[config.mk]
export PLATFORM = sky130hd
export DESIGN_NAME = fp_hex_scroller
export DESIGN_NICKNAME = d
export VERILOG_FILES = /design/src/rtl/fp_hex_scroller.sv
export SDC_FILE = /design/constraint.sdc
export NUM_CORES = 1
export LEC_CHECK = 0
export BUFFER_PORTS_ARGS = -buffer_cell sky130_fd_sc_hd__buf_2
export CAP_MARGIN = 20
export CORE_MARGIN = 4
export CORE_UTILIZATION = 25
export CTS_CLUSTER_DIAMETER = 30
export DETAILED_ROUTE_END_ITERATION = 10
export SLEW_MARGIN = 20
export SYNTH_ARGS = -nofsm -noshare
export SYNTH_HDL_FRONTEND = slang
export SYNTH_SLANG_ARGS = --single-unit
[constraint.sdc]
create_clock -name clk -period 3.29 [get_ports clk]
set_clock_uncertainty 0.05 [all_clocks]
set_input_delay 0.658 -clock clk [delete_from_list [all_inputs] [get_ports clk]]
set_output_delay 0.658 -clock clk [all_outputs]
set_load 0.02 [all_outputs]
[src/rtl/fp_hex_scroller.sv]
// Scrolls a captured 32-bit word across a two-digit seven-segment display, one byte per step, then one blank step.
// Optional macro FP_HEX_SCROLLER_HOLD_EN adds a 'hold' input that freezes the scroll.
module fp_hex_scroller #(
  parameter int unsigned TICKS_PER_STEP = 50000000
) (
  input  logic        clk,
  input  logic        rst,
  input  logic [31:0] data_in,
  input  logic        data_valid,
`ifdef FP_HEX_SCROLLER_HOLD_EN
  input  logic        hold,
`endif
  output logic [6:0]  seg1,
  output logic [6:0]  seg0,
  output logic        an1,
  output logic        an0,
  output logic [1:0]  byte_sel,
  output logic        blank,
  output logic [1:0]  dbg_state
);

  localparam int unsigned CNT_W = $clog2(TICKS_PER_STEP);
  localparam logic [CNT_W-1:0] CNT_LAST = CNT_W'(TICKS_PER_STEP - 1);
  localparam logic [6:0] SEG_OFF = 7'h7F;

  typedef enum logic [1:0] {
    ST_IDLE = 2'd0,
    ST_SHOW = 2'd1,
    ST_GAP  = 2'd2
  } state_e;

  state_e           state_q, state_d;
  logic [CNT_W-1:0] cnt_q, cnt_d;
  logic [1:0]       byte_q, byte_d;
  logic [31:0]      shadow_q, shadow_d;

  logic [6:0]       seg1_q, seg1_d;
  logic [6:0]       seg0_q, seg0_d;
  logic             an1_q, an1_d;
  logic             an0_q, an0_d;
  logic [1:0]       byte_sel_q, byte_sel_d;
  logic             blank_q, blank_d;

  logic             hold_w;
  logic             step_done;
  logic [7:0]       sel_byte;

`ifdef FP_HEX_SCROLLER_HOLD_EN
  assign hold_w = hold;
`else
  assign hold_w = 1'b0;
`endif

  assign step_done = (cnt_q == CNT_LAST);

  function automatic logic [6:0] hex_to_seg(input logic [3:0] nib);
    logic [6:0] s;
    case (nib)
      4'h0: s = 7'h01;
      4'h1: s = 7'h4F;
      4'h2: s = 7'h12;
      4'h3: s = 7'h06;
      4'h4: s = 7'h4C;
      4'h5: s = 7'h24;
      4'h6: s = 7'h20;
      4'h7: s = 7'h0F;
      4'h8: s = 7'h00;
      4'h9: s = 7'h04;
      4'hA: s = 7'h08;
      4'hB: s = 7'h60;
      4'hC: s = 7'h31;
      4'hD: s = 7'h42;
      4'hE: s = 7'h30;
      default: s = 7'h38;
    endcase
    return s;
  endfunction

  // State register: all state and the registered outputs.
  always_ff @(posedge clk) begin
    if (rst) begin
      state_q    <= ST_IDLE;
      cnt_q      <= '0;
      byte_q     <= 2'd3;
      shadow_q   <= '0;
      seg1_q     <= SEG_OFF;
      seg0_q     <= SEG_OFF;
      an1_q      <= 1'b1;
      an0_q      <= 1'b1;
      byte_sel_q <= 2'd3;
      blank_q    <= 1'b1;
    end else begin
      state_q    <= state_d;
      cnt_q      <= cnt_d;
      byte_q     <= byte_d;
      shadow_q   <= shadow_d;
      seg1_q     <= seg1_d;
      seg0_q     <= seg0_d;
      an1_q      <= an1_d;
      an0_q      <= an0_d;
      byte_sel_q <= byte_sel_d;
      blank_q    <= blank_d;
    end
  end

  // Next state: a load always wins, even over step expiry and hold.
  always_comb begin
    state_d  = state_q;
    cnt_d    = cnt_q;
    byte_d   = byte_q;
    shadow_d = shadow_q;
    if (data_valid) begin
      shadow_d = data_in;
      state_d  = ST_SHOW;
      byte_d   = 2'd3;
      cnt_d    = '0;
    end else if (!hold_w) begin
      case (state_q)
        ST_SHOW: begin
          if (step_done) begin
            cnt_d = '0;
            if (byte_q == 2'd0) begin
              state_d = ST_GAP;
              byte_d  = 2'd3;
            end else begin
              byte_d = byte_q - 2'd1;
            end
          end else begin
            cnt_d = cnt_q + 1'b1;
          end
        end
        ST_GAP: begin
          if (step_done) begin
            cnt_d   = '0;
            state_d = ST_SHOW;
            byte_d  = 2'd3;
          end else begin
            cnt_d = cnt_q + 1'b1;
          end
        end
        default: begin
          state_d = ST_IDLE;
          cnt_d   = '0;
          byte_d  = 2'd3;
        end
      endcase
    end
  end

  // Outputs are decoded from the next state so the display changes on the same edge as the state.
  always_comb begin
    case (byte_d)
      2'd3:    sel_byte = shadow_d[31:24];
      2'd2:    sel_byte = shadow_d[23:16];
      2'd1:    sel_byte = shadow_d[15:8];
      default: sel_byte = shadow_d[7:0];
    endcase
    seg1_d     = SEG_OFF;
    seg0_d     = SEG_OFF;
    an1_d      = 1'b1;
    an0_d      = 1'b1;
    byte_sel_d = 2'd3;
    blank_d    = 1'b1;
    if (state_d == ST_SHOW) begin
      seg1_d     = hex_to_seg(sel_byte[7:4]);
      seg0_d     = hex_to_seg(sel_byte[3:0]);
      an1_d      = 1'b0;
      an0_d      = 1'b0;
      byte_sel_d = byte_d;
      blank_d    = 1'b0;
    end
  end

  assign seg1      = seg1_q;
  assign seg0      = seg0_q;
  assign an1       = an1_q;
  assign an0       = an0_q;
  assign byte_sel  = byte_sel_q;
  assign blank     = blank_q;
  assign dbg_state = state_q;

  a_cnt_range: assert property (@(posedge clk) disable iff (rst) cnt_q <= CNT_LAST);
  a_blank_an:  assert property (@(posedge clk) disable iff (rst) (blank_q == an1_q) && (blank_q == an0_q));
  a_show_lit:  assert property (@(posedge clk) disable iff (rst) (state_q == ST_SHOW) |-> !blank_q);
  a_gap_sel:   assert property (@(posedge clk) disable iff (rst) (state_q != ST_SHOW) |-> (byte_sel_q == 2'd3));

endmodule

## Word-level counts from Yosys, hierarchy flattened

Memories as Yosys holds them, arrays and structs flattened. A register that Yosys moved wholly into a read port is not among the register bits.
Index checks and enable logic that the tools add are counted.

| word-level totals | value |
|---|---|
| register bits | 65 |
| bits in read-only memories | 224 |
| bits of input ports | 35 |
| output and inout bits | 21 |
| word-level logic and storage cells | 36 |
| memories | 2 |

| cells by class | value |
|---|---|
| $add $sub $neg | 2 |
| equality and inequality tests | 7 |
| muxes and demuxes | 13 |
| bitwise gates (word level) | 2 |
| reduce and logical (&&, ||, !) cells | 4 |

Memories:

| name | depth | width | rd ports | clocked after Yosys merged registers in | write ports | RTL line | RTL |
|---|---|---|---|---|---|---|---|
| (no name shown) | 16 | 7 | 1 | 1 | 0 | 58 | `case (nib)` |
| (no name shown) | 16 | 7 | 1 | 1 | 0 | 58 |  |

Operator list:

| operator | number |
|---|---|
| 32-bit two-way mux | 1 |
| 26-bit by 1-bit adder with 26-bit output, second input constant | 1 |
| 26-bit equality test, second input constant | 1 |
| 8-bit case mux with 3 select lines | 1 |
| 2-bit two-way mux | 8 |
| 2-bit case mux with 2 select lines | 2 |
| 2-bit by 1-bit equality test with 1-bit output, second input constant | 3 |
| 2-bit equality test, second input constant | 3 |
| 2-bit OR reduction | 2 |
| 4-bit OR reduction | 1 |
| 2-bit logical NOT | 1 |
| 1-bit inverter | 2 |
| 2-bit by 1-bit subtractor with 2-bit output, second input constant | 1 |
| 1-bit two-way mux | 1 |

## Logic depth before layout (Yosys ltp)

Gate-level depths: netlist of the first run.

| logic depth | value |
|---|---|
| word-level depth | 8 |
| gate-level depth with buffers | 14 |
| gate-level depth less buffers | 14 |

## Worst setup path after synthesis of the first run

OpenSTA, ideal clock, no wires.

| timing path | value |
|---|---|
| path type | in2reg |
| start point | input port data_valid |
| end point | register seg0_q[6] (netlist: seg0[6]) |
| setup time | 0.123 ns |
| arrival time | 3.180 ns |
| required time | 3.117 ns |
| slack | -0.063 ns |
| cell stages on the path | 10 |
| path buffers | 2 |
| cell sequence | clkbuf_1 > buf_1 > mux2i_1 > nor3_1 > o31ai_1 > inv_1 > ha_1 > or3_1 > a21oi_1 > nor3_1 |

| between the ends | value |
|---|---|
| cells in the longest elaborated chain, start to end | 4 |
| elaborated cells on any way between the ends | 10 |
| those cells by class | eq/ne: 4; mux: 4; bitwise: 1; reduce/logical: 1 |

RTL lines:

| item | RTL line | RTL |
|---|---|---|
| start, declared | 9 | `input logic data_valid,` |
| branches (longest 4 deep; another with 8-bit case mux with 3 select lines) | - |  |
| end, declared | 38 | `logic [6:0] seg0_q, seg0_d;` |

Several ways; the timed one is not identified.
A chain may end at the register's enable or synchronous reset.

## Worst setup path in the final report of the first run

| timing path | value |
|---|---|
| start point | register cnt_q[1] |
| end point | register seg0_q[0] (netlist: seg0[0]) |

| between the ends | value |
|---|---|
| cells in the longest elaborated chain, start to end | 7 |
| elaborated cells on any way between the ends | 16 |
| those cells by class | eq/ne: 5; mux: 9; bitwise: 1; reduce/logical: 1 |

RTL lines:

| item | RTL line | RTL |
|---|---|---|
| start, declared | 33 | `logic [CNT_W-1:0] cnt_q, cnt_d;` |
| start signal, assigned | 94 | `cnt_q <= cnt_d;` |
| 26-bit equality test * | 54 | `assign step_done = (cnt_q == CNT_LAST);` |
| branches (longest 6 deep; another with 8-bit case mux with 3 select lines) | - |  |

Mark *: on every way between the ends.

==> results of run 1 <==
-- worst reg2reg max path, stage by stage (launching register included) --
cell,delay [ns]
dfxtp_2,0.36
ha_4,0.14
nand3_2,0.08
buf_6,0.14
nor4_4,0.24
buf_4,0.19
a21oi_4,0.08
o31a_1,0.37
or3_4,0.41
a32o_2,0.31
ha_2,0.20
mux2_2,0.27
a21oi_2,0.12
o21ai_1,0.09
-- flip-flops by register name, summed over array words and instances (netlist names) --
name and flops:
byte_q 2, cnt_q 26, dbg_state 2, seg1 7
seg0 7, byte_sel 2, shadow_q 32, blank 1
-- stage by stage --
stage | util | hold slack [ns] | cell area [um^2] | TNS (ns)
2_1_floorplan | - | 0.380 | 3920 | 0
3_3_place_gp | 0.298 | 0.423 | 4550 | 0
3_5_place_dp | 0.298 | 0.433 | 4550 | -0.0152
4_1_cts | 0.323 | 0.450 | 4930 | 0
5_1_grt | 0.339 | 0.465 | 5170 | -0.137
6_report | 0.339 | 0.442 | 5170 | 0
-- layout by cell type, fill, tap and decap left out, drive strengths merged, types with 3 or more instances in the layout --
cell	synthesis	layout
clkbuf	12	10
mux2	3	3
nor4	7	7
inv	21	21
xnor2	8	8
xor2	11	11
bufinv	0	3
ha	16	16
and4	3	3
o221ai	4	4
dfxtp	79	79
o31a	3	3
nand4	5	5
mux2i	42	42
o211ai	4	4
or2	3	3
or3	11	11
o31ai	5	5
buf	8	90
o21ai	16	16
nor2	68	68
nand2	27	27
nor3	16	16
nand3	15	15
a211oi	4	4
a21oi	17	17
-- timing repair --
item,CTS,global route
pin swaps,2,17
setup endpoints to repair,5,11
gates resized for setup,3,45
buffers inserted,2,7
hold endpoints to repair,0,0
cloned,0,1
-- worst paths after layout --
kind,start,to,slack (ns),cells after the start
setup / recovery,cnt_q[1]$_SDFF_PP0_,seg0[0]$_SDFF_PP1_,0.12,13
setup reg to reg,cnt_q[1]$_SDFF_PP0_,seg0[0]$_SDFF_PP1_,0.12,13
hold reg to reg,shadow_q[3]$_SDFF_PP0_,shadow_q[3]$_SDFF_PP0_,0.44,2
hold / removal,shadow_q[3]$_SDFF_PP0_,shadow_q[3]$_SDFF_PP0_,0.44,2
-- cell families (layout without fill, tap and decap cells) --
kind of cell	count (synthesis)	count (layout)	synth area share
AND/OR/NAND/NOR	166	166	0.215
flip-flops	79	79	0.404
AO/OA/AOI/OAI	66	66	0.123
multiplexers	45	45	0.117
buffers and inverters	41	126	0.0464
XOR/XNOR	19	19	0.0426
adder cells (fa/ha/maj)	16	16	0.0512
-- per-layer routing --
metal	wire length [um]	track usage	vias up	part of all wire
met4	293	0.0543	0	0.030
met1	4300	0.130	1582	0.44
met5	0	0	-	0
met3	502	0.0327	19	0.051
li1	-	-	1667	-
met2	4770	0.180	74	0.48
-- power by group --
part | switching, W | internal (W)
clock network | 0.000382 | 0.000758
logic | 0.000223 | 0.000166
registers | 0.0000153 | 0.00100
total | 0.000620 | 0.00192
-- area by class of cell --
cell class / count / area (um^2)
Tap cell: 211 / 264
Clock inverter: 5 / 106
Clock buffer: 10 / 239
Sequential cell: 79 / 1580
Timing Repair Buffer: 90 / 559
Inverter: 21 / 78.8
Fill cell: 1541 / 10100
Multi-Input combinational cell: 312 / 2340
==> metrics.cfg, run 1 <==
[outcome]
outcome = completed

[critical_path]
start_kind = flop
worstPathRequired_ns = 3.46
cpLargestDelayFamily = compound AO/OA/AOI/OAI gates
critPathMaxFanout = 6
crit_arrival_ns = 3.33
critPathKind = reg -> reg
end_kind = flop
timing.critical_path.cells = ha_4, nand3_2, buf_6, nor4_4, buf_4, a21oi_4, o31a_1, or3_4, a32o_2, ha_2, mux2_2, a21oi_2, o21ai_1
cp_slowest_stage_delay_ns = 0.41
crit_buf_inv = 2
crit_slowest_cell = or3_4

[global_route]
track_usage = 0.110
grt_pass1_vias = 3351
grt_overflow = 0
grt_pass1_wl_mm = 15.9
antenna_found_initial = 0
grt_max_degree = 38

[logic_synthesis]
synth_cell_type_count = 58
syn-cell-area_um2 = 3910
synth_top_area_share = 0.404
synth-async-reset-ratio = 0
avgSynthCellArea_um2 = 9.05
synth.most_common_cell = dfxtp_1
ys_dominant_reg_cell = dfxtp_1
yosysSeqAreaShare = 0.404
ys_warn_count = 0
synth_commonest_cells = dfxtp_1 (79), nor2_1 (68), mux2i_1 (41)
yosys-top-cells-area = dfxtp_1 (40%), mux2i_1 (10%), nor2_1 (6.5%), ha_1 (5.1%), nand2_1 (2.6%)
yosysTopAreaCell = dfxtp_1
ys_ff_latch = 79
synth-edff-count = 0
synthesis.nets = 483
netlist_instances = 432

[drt]
wirelength_mm = 9.86
wl_per_cell_um = 13.5
vias = 3342
antenna_left = 0
dr.pass1.iters = 4
drc = 0
vias_per_cell = 4.59
drt_iter0_drc = 269

[floorplanning]
die_w_um = 133
core-area_um2 = 15300
pin_count = 56
dieArea_um2 = 17700
rows = 45
start_util = 0.256
die_h_um = 133

[pwr]
irDropWorstVdd_mv = 0.245
power_w = 0.00254
power_leakage_nw = 2.05
p_per_area_nw_per_um2 = 492

[clock_tree]
clk_path_buf_depth = 2
cts_hold_buf = 0
h-tree-depth = 3
cts_tree = yes
cts.sinks = 79
clock_latency_ns = 0.34
clock-root-buffer = clkbuf_16
clk_pin_slew_worst_paths_ns = 0.06
numCtsBuffers = 9

[timing]
hold_violations = 0
slew_headroom = 0.413
fmax_mhz = 316
maxSlewViolCount = 0
setup_viol = 0
tightest_slew_ns = 0.880
post-route-period-util = 0.962
fin_ws_ns = 0.125
period_needed_ns = 3.17

[final_layout]
nets = 564
syn_to_final_growth_pct = 32.3
layoutNonFillerInstCount = 728
insertedDiodeCount = 0
drive_gt1_frac = 0.321

[job]
maxCapViolCount = 0

[place]
dp_hpwl_mm = 7.16
gp_congestion = 0.928
dp_slack_ns = -0.0152
port_buffers = 55
dp_cells = 703

[min_path]
hp-class = reg -> reg

Power figures use the tool's default switching activity.
==> run 2, diff against run 1 <==
CAP_MARGIN = default   (was 20)
CELL_PAD_IN_SITES_DETAIL_PLACEMENT = 0   (was default)
CELL_PAD_IN_SITES_GLOBAL_PLACEMENT = 1   (was default)
PLACE_DENSITY_LB_ADDON = 0.1   (was default)
==> run 2 against run 1 <==
  * Wire length is 6.8% higher
  * Clock power shrank 16%
  * Critical path depth rose by 1
  * First-iteration DRC count fell by 41%
  * Sequential cell count unchanged
  * Design area down 1.5%
  * Critical endpoint is now seg0[6]$_SDFF_PP1_
  * Largest cell class unchanged
==> metrics.cfg, run 2 (same netlist as run 1, synthesis figures left out) <==
[outcome]
outcome = completed  ; unchanged

[global_route]
grt_max_degree = 38  ; unchanged
grt_pass1_wl_mm = 17.5  ; was 15.9 mm
grt_overflow = 0  ; unchanged
antenna_found_initial = 0  ; unchanged
track_usage = 0.125  ; was 0.110
grt_pass1_vias = 3414  ; was 3,351

[critical_path]
start_kind = flop  ; unchanged
worst_path_most_repeated_cell = a21oi_1
critPathKind = reg -> reg  ; unchanged
crit_arrival_ns = 3.28  ; was 3.33 ns
critPathMaxFanout = 12  ; was 6
crit_slowest_cell = nor4_4  ; was or3_4
timing.critical_path.cells = ha_4, nand3_4, nor4_4, a21oi_1, nor3_2, buf_6, a21oi_1, o31ai_2, buf_4, inv_1, ha_1, or3_1, a21oi_1, nor3_1  ; was ha_4, nand3_2, buf_6, nor4_4, buf_4, a21oi_4, o31a_1, or3_4, a32o_2, ha_2, mux2_2, a21oi_2, o21ai_1
worstPathRequired_ns = 3.46  ; about the same
cp_slowest_stage_delay_ns = 0.37  ; was 0.41 ns
end_kind = flop  ; unchanged

[drt]
drt_iter0_drc = 158  ; was 269
antenna_left = 0  ; unchanged
vias = 3255  ; was 3,342
dr.pass1.iters = 4  ; unchanged
wl_per_cell_um = 14.3  ; was 13.5 um
wirelength_mm = 10.5  ; was 9.86 mm
drc = 0  ; unchanged
vias_per_cell = 4.40  ; was 4.59

[final_layout]
fill_cells = 1602  ; was 1,541
top_register = shadow_q  ; unchanged
syn_to_final_growth_pct = 30.3  ; was 32.3%
layoutNonFillerInstCount = 739  ; was 728
mostFrequentLayoutCells = dfxtp_1 (76), nor2_1 (67), buf_2 (55)  ; was dfxtp_1 (77), nor2_1 (67), buf_2 (56)
drive_gt1_frac = 0.309  ; was 0.321
final_common_cell = dfxtp_1  ; unchanged
insertedDiodeCount = 0  ; unchanged
largest_register_ffs = 32  ; unchanged
top_regs = shadow_q x32, cnt_q x26  ; unchanged
nets = 574  ; was 564

[job]
maxCapViolCount = 0  ; unchanged

[clock_tree]
clk_pin_slew_worst_paths_ns = 0.06  ; about the same
clock_latency_ns = 0.34  ; about the same
h-tree-depth = 3  ; unchanged
cts_tree = yes  ; unchanged
numCtsBuffers = 9  ; unchanged
clock-root-buffer = clkbuf_16  ; unchanged
clk_path_buf_depth = 2  ; unchanged
cts.sinks = 79  ; unchanged
cts_hold_buf = 0  ; unchanged

[pwr]
comb_power_share = 0.160  ; was 0.153
power_leakage_nw = 2.06  ; was 2.05 nW
irDropWorstVdd_mv = 0.199  ; was 0.245 mV
power_frac_seq = 0.432  ; was 0.399
switchingPower_w = 0.000635  ; was 0.000620 W
p_clk_frac = 0.408  ; was 0.448
p_per_area_nw_per_um2 = 461  ; was 492 nW/um^2
p_int_w = 0.00171  ; was 0.00192 W
switching_share = 0.271  ; was 0.244

[floorplanning]
pin_count = 56  ; unchanged
rows = 45  ; unchanged
die_w_um = 133  ; unchanged
start_util = 0.256  ; unchanged
die_h_um = 133  ; unchanged
dieArea_um2 = 17700  ; unchanged
core-area_um2 = 15300  ; unchanged

[timing]
slew_headroom = 0.500  ; was 0.413
period_needed_ns = 3.11  ; was 3.17 ns
post-route-period-util = 0.945  ; was 0.962
setup_viol = 0  ; unchanged
fmax_mhz = 322  ; was 316 MHz
setup-tns-final_ns = 0  ; unchanged
tightest_slew_ns = 0.750  ; was 0.880 ns
hold_violations = 0  ; unchanged
maxSlewViolCount = 0  ; unchanged

[place]
dp_cells = 716  ; was 703
gp_congestion = 0.799  ; was 0.928
port_buffers = 55  ; unchanged
dp_hpwl_mm = 7.92  ; was 7.16 mm

[min_path]
hp-class = reg -> reg  ; unchanged

[run 2: through the flow]
stage	worst slack (ns)	hold WS (ns)	instance area (um^2)	power, W	util
after floorplan	0.118	0.380	3920	0.00127	-
after global placement	0.00189	0.420	4640	0.00140	0.304
after detailed placement	-0.0401	0.424	4640	0.00140	0.304
after CTS	0.0139	0.438	4950	0.00238	0.324
after global routing	-0.0414	0.480	5090	0.00247	0.334
final	0.181	0.436	5090	0.00235	0.334
[run 2: worst max-delay path, delay by kind of cell, from the launching register on]
family | cells | cell delay, ns
AO/OA/AOI/OAI | 4 | 0.66
buffers and inverters | 3 | 0.42
adder cells (fa/ha/maj) | 2 | 0.36
flip-flops | 1 | 0.35
AND/OR/NAND/NOR | 5 | 1.16
[run 2: layout make-up]
| class | instances | area [um^2] | area share |
|---|---|---|---|
| clock buffers | 12 | 256 | 0.0503 |
| multi-input cells | 312 | 2260 | 0.444 |
| flip-flops and latches | 79 | 1590 | 0.311 |
| well taps | 211 | 264 | 0.0518 |
| clock inverters | 4 | 30.0 | 0.00589 |
| repair buffers | 100 | 617 | 0.121 |
| inverters | 21 | 78.8 | 0.0155 |
[run 2: worst paths after layout]
| check | end | slack, ns | depth (start not counted) | start |
|---|---|---|---|---|
| worst max-delay path | seg0[6]$_SDFF_PP1_ | 0.18 | 14 | cnt_q[1]$_SDFF_PP0_ |
| worst min-delay path | cnt_q[23]$_SDFF_PP0_ | 0.44 | 2 | cnt_q[23]$_SDFF_PP0_ |
| worst max register to register | seg0[6]$_SDFF_PP1_ | 0.18 | 14 | cnt_q[1]$_SDFF_PP0_ |
| worst min register to register | cnt_q[23]$_SDFF_PP0_ | 0.44 | 2 | cnt_q[23]$_SDFF_PP0_ |
[run 2: metal layers]
metal / up-vias / global-route usage / wire, um
met1: 1502 / 0.167 / 5170
met3: 14 / 0.0300 / 398
met5: - / 0 / 0
li1: 1697 / - / -
met2: 42 / 0.193 / 4780
met4: 0 / 0.0502 / 189
[run 2: timing repair]
item                                    4_1_cts  5_1_grt
resized for setup                             3       27
setup buffers                                 1        6
cloned                                        0        0
endpoints found under the setup margin        4       13
pin swaps                                     2       10
[run 2: power groups by stage]
stage	registers [W]	logic, W	clock network (W)
after floorplan	0.00106	0.000209	0
after global placement	0.00104	0.000362	0
after detailed placement	0.00104	0.000361	0
after CTS	0.00101	0.000365	0.000999
after global routing	0.00102	0.000417	0.00104
final	0.00101	0.000376	0.000956
